$ cat src/rtl/mem_access_arbiter.sv
// Arbitrates instruction-fetch and load/store requests onto a single SPI-memory
// port. Load/store wins collisions; requests are validated at grant and results formatted at retire.
module mem_access_arbiter #(
    parameter int unsigned TIMEOUT_CYCLES = 127
) (
    input  logic        clk,
    input  logic        rst_n,
    input  logic        if_req,
    input  logic [31:0] if_addr,
    output logic        if_ack,
    output logic        if_err,
    output logic [31:0] if_rdata,
    input  logic        ls_req,
    input  logic        ls_we,
    input  logic [1:0]  ls_size,
    input  logic        ls_unsigned,
    input  logic [31:0] ls_addr,
    input  logic [31:0] ls_wdata,
    output logic        ls_ack,
    output logic        ls_err,
    output logic [31:0] ls_rdata,
    output logic        mem_start,
    output logic [31:0] mem_addr,
    output logic [2:0]  mem_num_bytes,
    output logic        mem_is_write,
    output logic [31:0] mem_wdata,
    input  logic        mem_done,
    input  logic [31:0] mem_rdata
);

    typedef enum logic [1:0] {
        IDLE   = 2'd0,
        ISSUE  = 2'd1,
        RETIRE = 2'd2
    } state_t;

    localparam logic [7:0] TIMEOUT_LAST = 8'(TIMEOUT_CYCLES - 32'd1);

    // Illegal size, misalignment, or an address outside the two mapped 16 MiB regions.
    function automatic logic req_illegal(input logic [31:0] addr, input logic [1:0] size);
        logic bad;
        bad = 1'b0;
        case (size)
            2'd0:    bad = 1'b0;
            2'd1:    bad = addr[0];
            2'd2:    bad = (addr[1:0] != 2'b00);
            default: bad = 1'b1;
        endcase
        return bad | ((addr[31:24] != 8'h00) && (addr[31:24] != 8'h01));
    endfunction

    // Memory returns data left-aligned; shift down and extend to 32 bits.
    function automatic logic [31:0] format_load(input logic [31:0] raw, input logic [1:0] size,
                                                input logic uns);
        logic [31:0] res;
        res = raw;
        case (size)
            2'd0:    res = uns ? {24'h000000, raw[31:24]} : {{24{raw[31]}}, raw[31:24]};
            2'd1:    res = uns ? {16'h0000, raw[31:16]} : {{16{raw[31]}}, raw[31:16]};
            default: res = raw;
        endcase
        return res;
    endfunction

    function automatic logic [2:0] size_to_bytes(input logic [1:0] size);
        logic [2:0] nb;
        case (size)
            2'd0:    nb = 3'd1;
            2'd1:    nb = 3'd2;
            2'd2:    nb = 3'd4;
            default: nb = 3'd0;
        endcase
        return nb;
    endfunction

    state_t      state_r, state_nx_s;
    logic        port_ls_r;
    logic [1:0]  size_r;
    logic        uns_r;
    logic [7:0]  timeout_r;
    logic        mem_start_r, mem_is_write_r;
    logic [31:0] mem_addr_r, mem_wdata_r;
    logic [2:0]  mem_num_bytes_r;
    logic        if_ack_r, if_err_r, ls_ack_r, ls_err_r;
    logic [31:0] if_rdata_r, ls_rdata_r;

    logic        req_any_s;
    logic [31:0] req_addr_s;
    logic [1:0]  req_size_s;
    logic        req_bad_s;
    logic        timeout_hit_s;

    // Request selection: load/store has priority; fetch is always a word read.
    always_comb begin
        req_any_s     = ls_req | if_req;
        req_addr_s    = ls_req ? ls_addr : if_addr;
        req_size_s    = ls_req ? ls_size : 2'd2;
        req_bad_s     = req_illegal(req_addr_s, req_size_s);
        timeout_hit_s = (timeout_r == TIMEOUT_LAST);
    end

    // Next-state logic.
    always_comb begin
        state_nx_s = state_r;
        case (state_r)
            IDLE: begin
                if (req_any_s) begin
                    state_nx_s = req_bad_s ? RETIRE : ISSUE;
                end else begin
                    state_nx_s = IDLE;
                end
            end
            ISSUE: begin
                if (mem_done || timeout_hit_s) begin
                    state_nx_s = RETIRE;
                end else begin
                    state_nx_s = ISSUE;
                end
            end
            RETIRE:  state_nx_s = IDLE;
            default: state_nx_s = IDLE;
        endcase
    end

    // State register.
    always_ff @(posedge clk) begin
        if (!rst_n) begin
            state_r <= IDLE;
        end else begin
            state_r <= state_nx_s;
        end
    end

    // Grant latching, memory-side outputs, timeout and completion reporting.
    always_ff @(posedge clk) begin
        if (!rst_n) begin
            port_ls_r       <= 1'b0;
            size_r          <= 2'd0;
            uns_r           <= 1'b0;
            timeout_r       <= 8'd0;
            mem_start_r     <= 1'b0;
            mem_is_write_r  <= 1'b0;
            mem_addr_r      <= 32'h0000_0000;
            mem_wdata_r     <= 32'h0000_0000;
            mem_num_bytes_r <= 3'd0;
            if_ack_r        <= 1'b0;
            if_err_r        <= 1'b0;
            ls_ack_r        <= 1'b0;
            ls_err_r        <= 1'b0;
            if_rdata_r      <= 32'h0000_0000;
            ls_rdata_r      <= 32'h0000_0000;
        end else begin
            if_ack_r <= 1'b0;
            if_err_r <= 1'b0;
            ls_ack_r <= 1'b0;
            ls_err_r <= 1'b0;
            case (state_r)
                IDLE: begin
                    if (req_any_s) begin
                        port_ls_r       <= ls_req;
                        size_r          <= req_size_s;
                        uns_r           <= ls_req & ls_unsigned;
                        timeout_r       <= 8'd0;
                        mem_addr_r      <= req_addr_s;
                        mem_is_write_r  <= ls_req & ls_we;
                        mem_wdata_r     <= ls_req ? ls_wdata : 32'h0000_0000;
                        mem_num_bytes_r <= size_to_bytes(req_size_s);
                        mem_start_r     <= ~req_bad_s;
                        if (req_bad_s) begin
                            if (ls_req) begin
                                ls_ack_r   <= 1'b1;
                                ls_err_r   <= 1'b1;
                                ls_rdata_r <= 32'h0000_0000;
                            end else begin
                                if_ack_r   <= 1'b1;
                                if_err_r   <= 1'b1;
                                if_rdata_r <= 32'h0000_0000;
                            end
                        end
                    end else begin
                        mem_start_r <= 1'b0;
                    end
                end
                ISSUE: begin
                    if (mem_done || timeout_hit_s) begin
                        mem_start_r <= 1'b0;
                        if (port_ls_r) begin
                            ls_ack_r   <= 1'b1;
                            ls_err_r   <= ~mem_done;
                            ls_rdata_r <= (mem_done && !mem_is_write_r) ?
                                          format_load(mem_rdata, size_r, uns_r) : 32'h0000_0000;
                        end else begin
                            if_ack_r   <= 1'b1;
                            if_err_r   <= ~mem_done;
                            if_rdata_r <= mem_done ? mem_rdata : 32'h0000_0000;
                        end
                    end else begin
                        timeout_r <= timeout_r + 8'd1;
                    end
                end
                RETIRE:  mem_start_r <= 1'b0;
                default: mem_start_r <= 1'b0;
            endcase
        end
    end

    assign if_ack        = if_ack_r;
    assign if_err        = if_err_r;
    assign if_rdata      = if_rdata_r;
    assign ls_ack        = ls_ack_r;
    assign ls_err        = ls_err_r;
    assign ls_rdata      = ls_rdata_r;
    assign mem_start     = mem_start_r;
    assign mem_addr      = mem_addr_r;
    assign mem_num_bytes = mem_num_bytes_r;
    assign mem_is_write  = mem_is_write_r;
    assign mem_wdata     = mem_wdata_r;

endmodule
$ cat config.mk
export PLATFORM = sky130hd
export DESIGN_NAME = mem_access_arbiter
export DESIGN_NICKNAME = d
export VERILOG_FILES = /design/src/rtl/mem_access_arbiter.sv
export SDC_FILE = /design/constraint.sdc
export NUM_CORES = 1
export LEC_CHECK = 0
export ABC_CLOCK_PERIOD_IN_PS = 4900
export CAP_MARGIN = 25
export CORE_AREA = 2 2 121 123
export CTS_CLUSTER_SIZE = 20
export DETAILED_ROUTE_END_ITERATION = 6
export DIE_AREA = 0 0 123 125
export GPL_TIMING_DRIVEN = 0
export PLACE_DENSITY = 0.95
export SLEW_MARGIN = 20
export SYNTH_ARGS = -nofsm -noshare
export SYNTH_HDL_FRONTEND = slang
export SYNTH_SLANG_ARGS = --single-unit
$ cat constraint.sdc
create_clock -name clk -period 4.9 [get_ports clk]
set_clock_uncertainty 0.1 [all_clocks]
set_input_delay 0.49 -clock clk [delete_from_list [all_inputs] [get_ports clk]]
set_output_delay 0.49 -clock clk [all_outputs]
set_load 0.01 [all_outputs]
==> reports/qor.txt <==
Gr usage total -> 27.8%
Largest family of logic cells by synthesized area -> compound AO/OA/AOI/OAI gates
Resized Gates After CTS -> 0
Filler cells -> 1,048
Net Sw Frac -> 25.0%
Worst EP required -> 5080 ps
DR DRC count -> 2
Hold Vio Cnt, Final -> 0
Layout cells sized above 1 -> 5.15%
Cts hold-fix bufs -> 0
TritonCTS clock tree -> built
Sequential share of power -> 41.4%
Final critical-path share of the clock period -> 50.8%
Synth top cells by count -> dfxtp_1 (151), nand2_1 (134), mux2i_1 (74)
I/O Pins -> 274
VDD IR max -> 0.210 mV
CTS max path bufs -> 2
Gpl congestion -> 0.892
WP buf/inv -> 2
Synth top area cells -> dfxtp_1 (48%), mux2i_1 (12%), nand2_1 (7.9%), o211a_1 (5.4%), a22o_1 (4.6%)
Register bit total from synthesis -> 151
Area leader, netlist -> dfxtp_1
Cell Area, Synth -> 6350 sq um
Top cell type's share of synthesized area -> 47.6%
Post-synth EDFFs -> 0
Clock latency on the worst-skew pair -> 420 ps
Critical Path Slowest Stage Cell -> o21ai_0
Family with the most delay on the worst path -> compound AO/OA/AOI/OAI gates
Pint -> 2.37 mW
Vias in the first global route -> 6,373
Chip width -> 123 um
Drt pass-1 iters -> 7
Die Height -> 125 um
Lkg Pwr -> 4.00 nW
Failing checks -> design-rule violations
Synth Net Count -> 806
Yosys cell types -> 43
DRT iter0 DRCs -> 496
Synth Instances -> 667
Power per standard cell area -> 319 nW/um^2
Initial core utilization -> 44.7%
Post-CTS Setup Inserts -> 0
Fin nets -> 1,097
Port buffer count -> 272
Max_slew headroom -> 35.6%
Global-route wire length before repair -> 33,100 um
Adder-cell share of the synthesized area -> 0.394%
Largest net degree at the start of global routing -> 17
Clock power frac -> 42.7%
Placement Setup Slack -> 2060 ps
Worst path max stage delay -> 770 ps
Number of routed nets with antenna violations -> 0
Cts bufs inserted -> 17
Worst min path class -> flop to flop
Cell Rows -> 44
Xor/xnor share of the synthesized area -> 0.690%
Seq/Total Area, Yosys -> 47.6%
Status -> finished, violations left
Crit Reg-Reg Endpoint -> if_rdata[26]
Slew @ Worst Pin -> 956 ps
R2R depth -> 8
Simple logic cell fraction of the synthesized area -> 12.1%
Die ar. -> 15,400 sq um
Maxcap violations -> 0
CP startpoint kind -> primary input
Setup ws final -> 2410 ps
DP Wirelength -> 16,400 um
CTS root buf -> clkbuf_16
Ys async rst share -> 0%
Critical-path cell list -> clkdlybuf4s50_1 > nor4_2 > a21oi_1 > a21oi_1 > o21ai_0 > clkbuf_2 > o21ai_0
Ys flop type -> dfxtp_1
Crit. End Element -> flop
Power share of the combinational group -> 15.8%
Crit path capture -> if_rdata[26]
Mean post-synth cell area -> 9.52 sq um
RSZ-0062 raised after global routing -> no
Most frequent cell after synthesis -> dfxtp_1
Core Region -> 14,200 sq um
CTS clk-pin slew, worst paths -> 70 ps
Hold slack -> 361 ps
Slew Limit Fails -> 0
# setup viols final -> 0
CTS sink count -> 151
Psw -> 0.792 mW
Mux contribution to synthesized area -> 11.7%
Total grt overflow -> 0
Vias/cell -> 5.62
Reg2reg start -> timeout_r[0]
Total negative slack -> 0 ps
Synth Area in Compound Gates -> 23.0%
Worst Path Arrival -> 2670 ps
Routed wire length per instance -> 18.5 um
R2R Setup Slk -> 2440 ps
Synth-to-layout area growth -> 56.1%
Initial antenna violation count -> 0
Worst Setup SP -> if_addr[31]
Layout Utilization -> 69.8%
Levels on crit path -> 7
Total power -> 3.16 mW
Synthesis Warnings -> 0
Routed WL -> 21,400 um
F_max -> 401 MHz
DR vias -> 6,492
H-tree levels -> 4
CP max FO -> 10
Crit Path Class -> primary input to flop
Fin crit period -> 2490 ps
registers in the layout, summed over array words and instances, names as in the netlist:
register	flops
if_err	1
state_r	2
ls_ack	1
if_ack	1
mem_wdata	32
timeout_r	8
mem_is_write	1
mem_num_bytes	3
ls_rdata	32
mem_start	1
port_ls_r	1
ls_err	1
if_rdata	32
uns_r	1
mem_addr	32
size_r	2
cells by family after synthesis:
logic type	count (synthesis)
simple gates	182
mux	74
fa+ha+maj	2
xor+xnor	5
flops	151
compound gates	190
buf+inv	63
worst min-delay path: cells and delay by family, from the launching register on:
kind             cells  cell delay, ps
AND/OR/NAND/NOR      1              50
flip-flops           1             310
multiplexers         1              50
per-layer routing:
| metal | track usage [%] | vias to the layer above | part of all wire (%) | routed length [um] |
|---|---|---|---|---|
| li1 | - | 3016 | - | - |
| met5 | 0 | - | 0 | 0 |
| met1 | 31.9 | 3059 | 38 | 8040 |
| met2 | 48.1 | 357 | 51 | 10800 |
| met4 | 10.8 | 0 | 3.2 | 686 |
| met3 | 8.21 | 60 | 8.7 | 1870 |
power groups by stage:
stage                     logic, mW  clock network, mW  registers, mW
after floorplan               0.189                  0           1.36
after global placement        0.488                  0           1.33
after detailed placement      0.497                  0           1.34
after CTS                     0.500               1.36           1.31
after global routing          0.534               1.42           1.32
final                         0.501               1.35           1.31
cell type report:
type	instances	area (sq um)	area share [%]
Buffer	56	265	2.68
Sequential cell	151	3020	30.5
Timing Repair Buffer	272	2720	27.5
Antenna cell	1	2.50	0.0252
Clock buffer	21	460	4.65
Tap cell	184	230	2.32
Inverter	7	26.3	0.265
Multi-Input combinational cell	453	3030	30.6
Clock inverter	11	148	1.49
cell usage in the layout, fill, tap and decap left out, types with 2 or more instances in the layout:
master	synthesis	final
clkinv_2	0	2
nor4_1	3	3
nor3_1	4	4
clkbuf_8	0	2
clkbuf_1	40	42
mux2i_1	74	74
o21ai_0	56	56
clkinvlp_4	0	4
inv_1	7	7
nand4_1	4	4
xor2_1	3	3
o211a_1	34	34
clkbuf_16	0	17
buf_8	3	3
a21oi_1	6	6
clkdlybuf4s50_1	0	272
o211ai_1	16	16
clkbuf_2	3	3
nor2b_1	3	3
and2_1	4	4
o21ai_1	2	2
a21boi_0	2	2
nand3b_1	3	3
ha_1	2	2
bufinv_16	0	3
xnor2_1	2	2
dfxtp_1	151	151
a22o_1	33	33
nand3_1	4	4
nor2_1	16	16
nand2b_1	3	3
buf_2	8	8
nand2_1	134	134
a32oi_1	32	32
how the worst min path moves through the flow:
stage	startpoint	to	slack, ps	cells after the start
3_3_place_gp	ls_rdata[6]	ls_rdata[6]	350	2
6_report	ls_rdata[6]	ls_rdata[6]	360	2
4_1_cts	ls_rdata[6]	ls_rdata[6]	360	2
2_1_floorplan	timeout_r[7]	timeout_r[7]	380	2
5_1_grt	ls_rdata[6]	ls_rdata[6]	380	2
3_5_place_dp	ls_rdata[6]	ls_rdata[6]	350	2
metrics by stage:
stage | area (sq um) | std cells
global route | 9910 | 1155
detailed placement | 9300 | 1123
CTS | 9910 | 1155
floorplan | 6350 | 667
global placement | 9300 | 1123
finish | 9910 | 1156
No activity file was read; power rests on OpenSTA's default activity.
